===== src/rtl/pc_defs.sv =====
// Shared definitions for the PC sequencer: next-PC select encodings and parameter defaults.
// Latency: none (declarations only).
// Backpressure: none; the consumers are gated by the control unit's PCWre strobe.
package pc_defs;

  // Next-PC select encodings driven by the control unit on PCSrc
  typedef enum logic [1:0] {
    PC_SEQ = 2'b00,
    PC_BR  = 2'b01,
    PC_JMP = 2'b10,
    PC_RET = 2'b11
  } pc_src_e;

  // Default sequential increment in bytes
  localparam int unsigned INC_DEFAULT = 4;

  // Default PC value after reset
  localparam logic [31:0] RESET_VEC_DEFAULT = 32'h0000_0000;

endpackage


===== src/rtl/pc_ras.sv =====
// Return-address stack: circular LIFO with a top pointer and a saturating entry count.
// Latency: push/pop take effect at the clock edge; top_dat_o, empty_o and full_o are registered-state views.
// Backpressure: none; a push when full overwrites the oldest entry and a pop when empty is ignored.
module pc_ras #(
  parameter int unsigned ADDR_W = 32,
  parameter int unsigned DEPTH  = 4
) (
  input  logic              clk_i,
  input  logic              rst_ni,
  input  logic              push_i,
  input  logic              pop_i,
  input  logic [ADDR_W-1:0] push_dat_i,
  output logic [ADDR_W-1:0] top_dat_o,
  output logic              empty_o,
  output logic              full_o
);

  localparam int unsigned PTR_W = $clog2(DEPTH);
  localparam int unsigned CNT_W = $clog2(DEPTH + 1);

  logic [ADDR_W-1:0] mem_q [DEPTH];
  logic [PTR_W-1:0]  top_q, top_d;
  logic [CNT_W-1:0]  cnt_q, cnt_d;
  logic              wr_en;
  logic [PTR_W-1:0]  wr_idx;
  logic              pop_ok;

  // A pop on an empty stack is not a pop at all; the caller falls back to its own target
  assign pop_ok    = pop_i && !empty_o;
  assign empty_o   = (cnt_q == '0);
  assign full_o    = (cnt_q == CNT_W'(DEPTH));
  assign top_dat_o = mem_q[top_q];

  // Pointer/count next state; push+pop replaces the top entry in place so the depth is unchanged
  always_comb begin
    top_d  = top_q;
    cnt_d  = cnt_q;
    wr_en  = 1'b0;
    wr_idx = top_q;
    if (push_i && pop_ok) begin
      wr_en  = 1'b1;
      wr_idx = top_q;
    end else if (push_i) begin
      wr_en  = 1'b1;
      wr_idx = top_q + 1'b1;
      top_d  = top_q + 1'b1;
      if (cnt_q != CNT_W'(DEPTH)) begin
        cnt_d = cnt_q + 1'b1;
      end
    end else if (pop_ok) begin
      top_d = top_q - 1'b1;
      cnt_d = cnt_q - 1'b1;
    end
  end

  // Pointer and count registers
  always_ff @(posedge clk_i or negedge rst_ni) begin
    if (!rst_ni) begin
      top_q <= '0;
      cnt_q <= '0;
    end else begin
      top_q <= top_d;
      cnt_q <= cnt_d;
    end
  end

  // Entry storage; cleared on reset so a fresh stack never exposes stale return addresses
  always_ff @(posedge clk_i or negedge rst_ni) begin
    if (!rst_ni) begin
      for (int i = 0; i < int'(DEPTH); i++) begin
        mem_q[i] <= '0;
      end
    end else if (wr_en) begin
      mem_q[wr_idx] <= push_dat_i;
    end
  end

endmodule


===== src/rtl/pc_sequencer.sv =====
// Program-counter sequencer: holds the PC, selects SEQ/BR/JMP/RET successor, commits on PCWre. Optional RAS: PC_RAS_EN.
// Latency: pcPlus4/nextPc are combinational; pcOut and sticky flags update at the edge where PCWre=1.
// Backpressure: none; all state holds while PCWre=0 and PCWre held high commits every cycle.
module pc_sequencer
  import pc_defs::*;
#(
  parameter int unsigned       ADDR_W    = 32,
  parameter int unsigned       INC       = INC_DEFAULT,
  parameter logic [ADDR_W-1:0] RESET_VEC = ADDR_W'(RESET_VEC_DEFAULT),
  parameter int unsigned       RAS_DEPTH = 4
) (
  input  logic              CLK,
  input  logic              RST_n,
  input  logic              PCWre,
  input  logic [1:0]        PCSrc,
  input  logic              branchTaken,
  input  logic [15:0]       branchOffset,
  input  logic [25:0]       jumpTarget,
  input  logic [ADDR_W-1:0] jrTarget,
  input  logic              linkPush,
  output logic [ADDR_W-1:0] pcOut,
  output logic [ADDR_W-1:0] pcPlus4,
  output logic [ADDR_W-1:0] nextPc,
  output logic              misalign,
  output logic              rasEmpty,
  output logic              rasFull,
  output logic              rasUnderflow
);

  // Low 28 bits come from the jump field; the region bits above are kept from pcPlus4
  localparam logic [ADDR_W-1:0] JMP_LO_MASK = ADDR_W'(28'hFFF_FFFF);

  logic [ADDR_W-1:0] pc_q, pc_d;
  logic              misalign_q, misalign_d;
  logic [ADDR_W-1:0] br_off;
  logic [ADDR_W-1:0] br_tgt;
  logic [ADDR_W-1:0] jmp_tgt;
  logic [ADDR_W-1:0] ret_tgt;
  logic [ADDR_W-1:0] next_pc;
  logic              ret_sel;

  assign pcPlus4 = pc_q + ADDR_W'(INC);
  assign br_off  = {{(ADDR_W-18){branchOffset[15]}}, branchOffset, 2'b00};
  assign br_tgt  = pcPlus4 + br_off;
  assign jmp_tgt = (pcPlus4 & ~JMP_LO_MASK) | ADDR_W'({jumpTarget, 2'b00});
  assign ret_sel = (pc_src_e'(PCSrc) == PC_RET);

`ifdef PC_RAS_EN
  logic [ADDR_W-1:0] ras_top;
  logic              ras_empty;
  logic              ras_full;
  logic              underflow_q, underflow_d;

  pc_ras #(
    .ADDR_W (ADDR_W),
    .DEPTH  (RAS_DEPTH)
  ) u_ras (
    .clk_i      (CLK),
    .rst_ni     (RST_n),
    .push_i     (PCWre && linkPush),
    .pop_i      (PCWre && ret_sel),
    .push_dat_i (pcPlus4),
    .top_dat_o  (ras_top),
    .empty_o    (ras_empty),
    .full_o     (ras_full)
  );

  // Prediction comes from the stack; an empty stack falls back to the register target
  assign ret_tgt     = ras_empty ? jrTarget : ras_top;
  assign underflow_d = underflow_q || (PCWre && ret_sel && ras_empty);

  // Sticky underflow flag
  always_ff @(posedge CLK or negedge RST_n) begin
    if (!RST_n) begin
      underflow_q <= 1'b0;
    end else begin
      underflow_q <= underflow_d;
    end
  end

  assign rasEmpty     = ras_empty;
  assign rasFull      = ras_full;
  assign rasUnderflow = underflow_q;
`else
  logic [31:0] unused_cfg;

  // Without the stack, returns always go through the register target and call markers are dropped
  assign ret_tgt      = jrTarget;
  assign unused_cfg   = {31'(RAS_DEPTH), linkPush};
  assign rasEmpty     = 1'b1;
  assign rasFull      = 1'b0;
  assign rasUnderflow = 1'b0;
`endif

  // Successor select; a not-taken branch degenerates to the sequential successor
  always_comb begin
    next_pc = pcPlus4;
    case (pc_src_e'(PCSrc))
      PC_SEQ: next_pc = pcPlus4;
      PC_BR:  next_pc = branchTaken ? br_tgt : pcPlus4;
      PC_JMP: next_pc = jmp_tgt;
      PC_RET: next_pc = ret_tgt;
      default: next_pc = pcPlus4;
    endcase
  end

  assign nextPc     = next_pc;
  assign pc_d       = PCWre ? next_pc : pc_q;
  assign misalign_d = misalign_q || (PCWre && (next_pc[1:0] != 2'b00));

  // PC register and sticky misalign flag; a misaligned target is still committed
  always_ff @(posedge CLK or negedge RST_n) begin
    if (!RST_n) begin
      pc_q       <= RESET_VEC;
      misalign_q <= 1'b0;
    end else begin
      pc_q       <= pc_d;
      misalign_q <= misalign_d;
    end
  end

  assign pcOut    = pc_q;
  assign misalign = misalign_q;

endmodule


===== config.mk =====
export PLATFORM = sky130hd
export DESIGN_NAME = pc_sequencer
export DESIGN_NICKNAME = d
export VERILOG_FILES = /design/src/rtl/pc_defs.sv /design/src/rtl/pc_ras.sv /design/src/rtl/pc_sequencer.sv
export SDC_FILE = /design/constraint.sdc
export NUM_CORES = 1
export LEC_CHECK = 0
export ABC_AREA = 1
export BUFFER_PORTS_ARGS = -buffer_cell sky130_fd_sc_hd__buf_4
export CAP_MARGIN = 20
export CELL_PAD_IN_SITES_DETAIL_PLACEMENT = 0
export CELL_PAD_IN_SITES_GLOBAL_PLACEMENT = 2
export CORE_UTILIZATION = 27
export DETAILED_ROUTE_END_ITERATION = 10
export HOLD_SLACK_MARGIN = 0.05
export PLACE_DENSITY = 0.95
export SYNTH_ARGS = -nofsm -noshare
export SYNTH_HDL_FRONTEND = slang
export SYNTH_SLANG_ARGS = --single-unit

===== constraint.sdc =====
create_clock -name CLK -period 7.65 [get_ports CLK]
set_input_delay 1.53 -clock CLK [delete_from_list [all_inputs] [get_ports CLK]]
set_output_delay 1.53 -clock CLK [all_outputs]
set_load 0.01 [all_outputs]

Word level (Yosys, flattened, before mapping)
Cells that the tools add are included.
{"block": "classes", "n_bitwise": 1, "n_mux": 2, "n_reduce_logical": 4, "eq_ne": 3, "add_sub_neg": 2}
{"op": "32-bit one-hot mux with 4 select lines", "n": 1}
{"op": "32-bit by 3-bit adder with 32-bit output (second input constant)", "n": 1}
{"op": "32-bit adder", "n": 1}
{"op": "32-bit 2-to-1 mux", "n": 1}
{"op": "32-bit by 28-bit bitwise OR with 32-bit output", "n": 1}
{"op": "2-bit == test (second input constant)", "n": 2}
{"op": "2-bit by 1-bit == test with 1-bit output (second input constant)", "n": 1}
{"op": "2-bit logical NOT", "n": 1}
{"op": "2-bit nonzero test", "n": 1}
{"op": "1-bit logical AND", "n": 1}
{"op": "1-bit logical OR", "n": 1}
{"block": "word_totals", "input_bits": 81, "output_inout_bits": 100, "wordCells": 14, "regBits": 33}

Longest topological paths before layout
{"block": "logic_depth", "ltp_word": 7, "ltp_mapped": 28}

Worst setup path after synthesis
Ideal clock, no wire load.
{"block": "synth_path", "path_type": "input-to-output", "start": "input branchOffset[0]", "end": "output nextPc[30]", "path_slack_ns": 3.117, "cell_stages": 13, "n_path_buf": 0, "required_ns": 6.120, "arrival_time_ns": 3.003, "cell_sequence": "ha_1 -> inv_1 -> fa_1 -> inv_1 -> nand3_1 -> nand3_1 -> nand3_1 -> nand3b_1 -> nand2_1 -> nand3_1 -> nand3_1 -> nand2_1 -> nand3_1"}
{"block": "synth_via", "elab_chain_cells": 3}
{"item": "from (decl)", "line": "pc_sequencer.sv:17", "rtl": "input logic [15:0] branchOffset,"}
{"item": "32-bit adder", "line": "pc_sequencer.sv:44", "rtl": "assign br_tgt = pcPlus4 + br_off;"}
{"item": "32-bit 2-to-1 mux", "line": "pc_sequencer.sv:100", "rtl": "PC_BR: next_pc = branchTaken ? br_tgt : pcPlus4;"}
{"item": "32-bit one-hot mux with 4 select lines", "line": "pc_sequencer.sv:98", "rtl": "case (pc_src_e'(PCSrc))"}
{"item": "to (decl)", "line": "pc_sequencer.sv:23", "rtl": "output logic [ADDR_W-1:0] nextPc,"}
Every way passes these cells.

Final worst setup path
{"block": "layout_path", "start": "register pc_q[3] (netlist: pcOut[3])", "end": "output nextPc[24]"}
{"block": "layout_via", "elab_chain_cells": 4}
{"item": "from (decl)", "line": "pc_sequencer.sv:33", "rtl": "logic [ADDR_W-1:0] pc_q, pc_d;"}
{"item": "from (signal assigned)", "line": "pc_sequencer.sv:117", "rtl": "pc_q <= pc_d;"}
{"item": "32-bit by 3-bit adder with 32-bit output *", "line": "pc_sequencer.sv:42", "rtl": "assign pcPlus4 = pc_q + ADDR_W'(INC);"}
{"item": "32-bit adder", "line": "pc_sequencer.sv:44"}
{"item": "32-bit 2-to-1 mux", "line": "pc_sequencer.sv:100"}
{"item": "32-bit one-hot mux with 4 select lines *", "line": "pc_sequencer.sv:98"}
Mark *: on every way between the ends. The rest lies on a longest branch, timed or not.

==> metrics.csv <==
metric;value;unit
sequential share of the synthesized area;15.0;%
critical path cell sequence;ha_1, nand2_1, nor2_1, and3_1, xor2_1, inv_1, ha_1, nand2_1, nor2_1, nand2_1, nor2_1, o21ai_0, nand4_1, nand3_1, nand2_1, nand3b_2, buf_4;
Tmin final;5.38;ns
Data arrival, critical path;3.85;ns
drt first pass iters;6;
DIE AREA;20900;um^2
Die X;145;um
Synth Cell Area;5500;um^2
CTS buffer count;5;
FFs w/ async S/R, synth;100;%
share of post-route cells with drive strength above 1;19.4;%
DRC viols;0;
Hold Path Class;reg -> reg;
reg2reg path depth;19;
leak pwr;4.10;nW
CTS tree;built;
RSZ-0062 raised after global routing;false;
initial antenna violation count;0;
Post-Syn Instances;988;
crit path max-delay cell type;dfrtp_1;
clk sinks;33;
Slew @ Worst Pin;0.762;ns
Final Util;36.6;%
Comb power frac;63.2;%
Die Y;145;um
CP max stage delay;0.46;ns
Resized Gates After CTS;0;
WL final;22.5;mm
Area Overhead vs Synth;31.1;%
Total Power;0.00119;W
EDFF count, synth;0;
endpoint class of the critical path;output port;
Setup Fix Bufs, Post-CTS;0;
Req. time, crit path;6.12;ns
# IOs;181;
maximum VDD drop;86.0;uV
final hold vios;0;
cts hold-fix bufs;0;
Netlist cell types;40;
NumNets Final;1265;
status;finished clean;
Hold Path Stages;1;
Pint;0.000612;W
Ys Warns;0;
FF+latch count, synth;33;
crit share post-route;70.3;%
Syn Area/Cell;5.56;um^2
HPWL Detailed;18.9;mm
row cnt;51;
Flop pwr share;20.4;%
Sum Neg Setup Slack;0;ns
Avg Vias per Cell;4.69;
most common cell after layout, fill and taps aside;nand2_1;
CTS H-tree lvls;2;
CP dominant cell by count;nand2_1;
routed via count;6631;
startpoint types;flip-flop;
Final Skew;0.0119;ns
fmax;0.186;GHz
Clock Latency Late Sink;0.29;ns
gr ovfl total;0;
Yosys top cell area share;25.9;%
global-route wire length before repair;33.9;mm
Psw;0.000581;W
routability cong.;0.881;
max-cap violation count;0;
Rel. slew slack;49.1;%
antenna viol nets, final;0;
cell taking the most area after synthesis;nand2_1;
most frequent cells in the layout;nand2_1 (379), buf_4 (181), inv_1 (161);
GR Util All Layers;21.7;%
vias in the first global route;6141;
switch share;48.7;%
Crit Path Class;reg -> out;
DR WL/cell;15.9;um
pin count of the biggest net entering global routing;43;
worst-path fanout max;6;
Final setup viols;0;
core area;19700;um^2
P per Cell Area;166;nW/um^2
fin. max-slew vios;0;
ant diodes;0;
port bufs;176;
clk slew on worst S/H paths;0.06;ns
Starting Density;27.9;%
synth top area cells;nand2_1 (26%), dfrtp_1 (15%), inv_1 (11%);
clock share of power;16.4;%
Top FF cell, synth;dfrtp_1;
CTS root buffer;clkbuf_16;
Max Root-Sink Buffers;2;
Starting DRT DRC Count;380;
[synth_stat cells (2+ instances only)]
cell / number
nand2_1: 379
inv_1: 161
nand3_1: 74
nor2_1: 67
a21oi_1: 40
ha_1: 34
dfrtp_1: 33
o21ai_0: 27
xor2_1: 21
a22o_1: 18
nand4_1: 18
clkbuf_1: 15
nor3_1: 9
o211ai_1: 9
nand2_2: 7
nand3_2: 6
nand3b_1: 6
nor2_4: 6
buf_4: 5
o21ai_1: 5
o21bai_1: 5
a21o_1: 4
and3_1: 4
buf_1: 4
buf_2: 4
nor2_2: 4
xnor2_1: 4
nand3b_2: 3
or2_2: 3
and2_1: 2
conb_1: 2
[worst max-delay path: cells and delay by family (launching register included)]
kind / cells / cell delay [ns]
AOI/OAI and AO/OA: 1 / 0.13
xor gates and xnor gates: 1 / 0.27
adders and majority gates: 2 / 0.64
buffers and inverters: 2 / 0.34
DFF: 1 / 0.46
and+or+nand+nor: 11 / 1.73
[kinds of logic (layout without fill, tap and decap cells)]
group                      Yosys count  after routing  synth area share [%]
and+or+nand+nor                    592            592                  47.0
other                                2              3                 0.137
AOI/OAI and AO/OA                  111            111                  12.3
xor gates and xnor gates            25             25                  3.98
DFF                                 33             33                  15.0
adders and majority gates           35             35                  8.10
buffers and inverters              190            351                  13.4
[cell type report]
type,instances,area (um^2)
fillers,2290,12500
clock buffers,5,125
multi-input cells,766,3940
clock inverters,3,17.5
repair buffers,181,1360
flip-flops and latches,33,826
well taps,265,332
inverters,162,608
[sequential cells by signal, indices dropped and copies added (netlist names)]
register	cells
pcOut	32
misalign	1
[worst paths after layout]
kind / start / slack, ns / to
min in group asynchronous: RST_n / 1.19 / pcOut[22]
worst max-delay path: pcOut[3] / 2.27 / nextPc[24]
worst min register to register: misalign / 0.48 / misalign
max in group asynchronous: RST_n / 6.13 / pcOut[3]
worst min-delay path: misalign / 0.48 / misalign
worst max register to register: pcOut[3] / 3.98 / pcOut[15]
[power groups by stage]
stage,combinational (W),sequential [W],clock (W)
floorplan,0.000436,0.000246,0
global placement,0.000757,0.000247,0
detailed placement,0.000757,0.000247,0
CTS,0.000761,0.000244,0.000200
global route,0.000844,0.000249,0.000209
finish,0.000754,0.000244,0.000195
[through the flow]
stage                     instance area, um^2  setup WS, ns  cells  hold slack (ns)
final                                    7210          2.27   1415            0.481
after global routing                     7210          2.00   1415            0.525
after CTS                                7210          2.24   1415            0.484
after detailed placement                 7060          2.54   1407            0.462
after global placement                   7060          2.54   1407            0.464
after floorplan                          5500          3.12    989            0.508
[per-layer routing]
layer / track usage, % / routed length (um) / up-vias
met2: 37.6 / 10600 / 229
met3: 3.78 / 1500 / 13
li1: - / - / 3434
met1: 28.8 / 10200 / 2955
met5: 0 / 0 / -
met4: 2.83 / 200 / 0
Power figures use the tool's default switching activity.
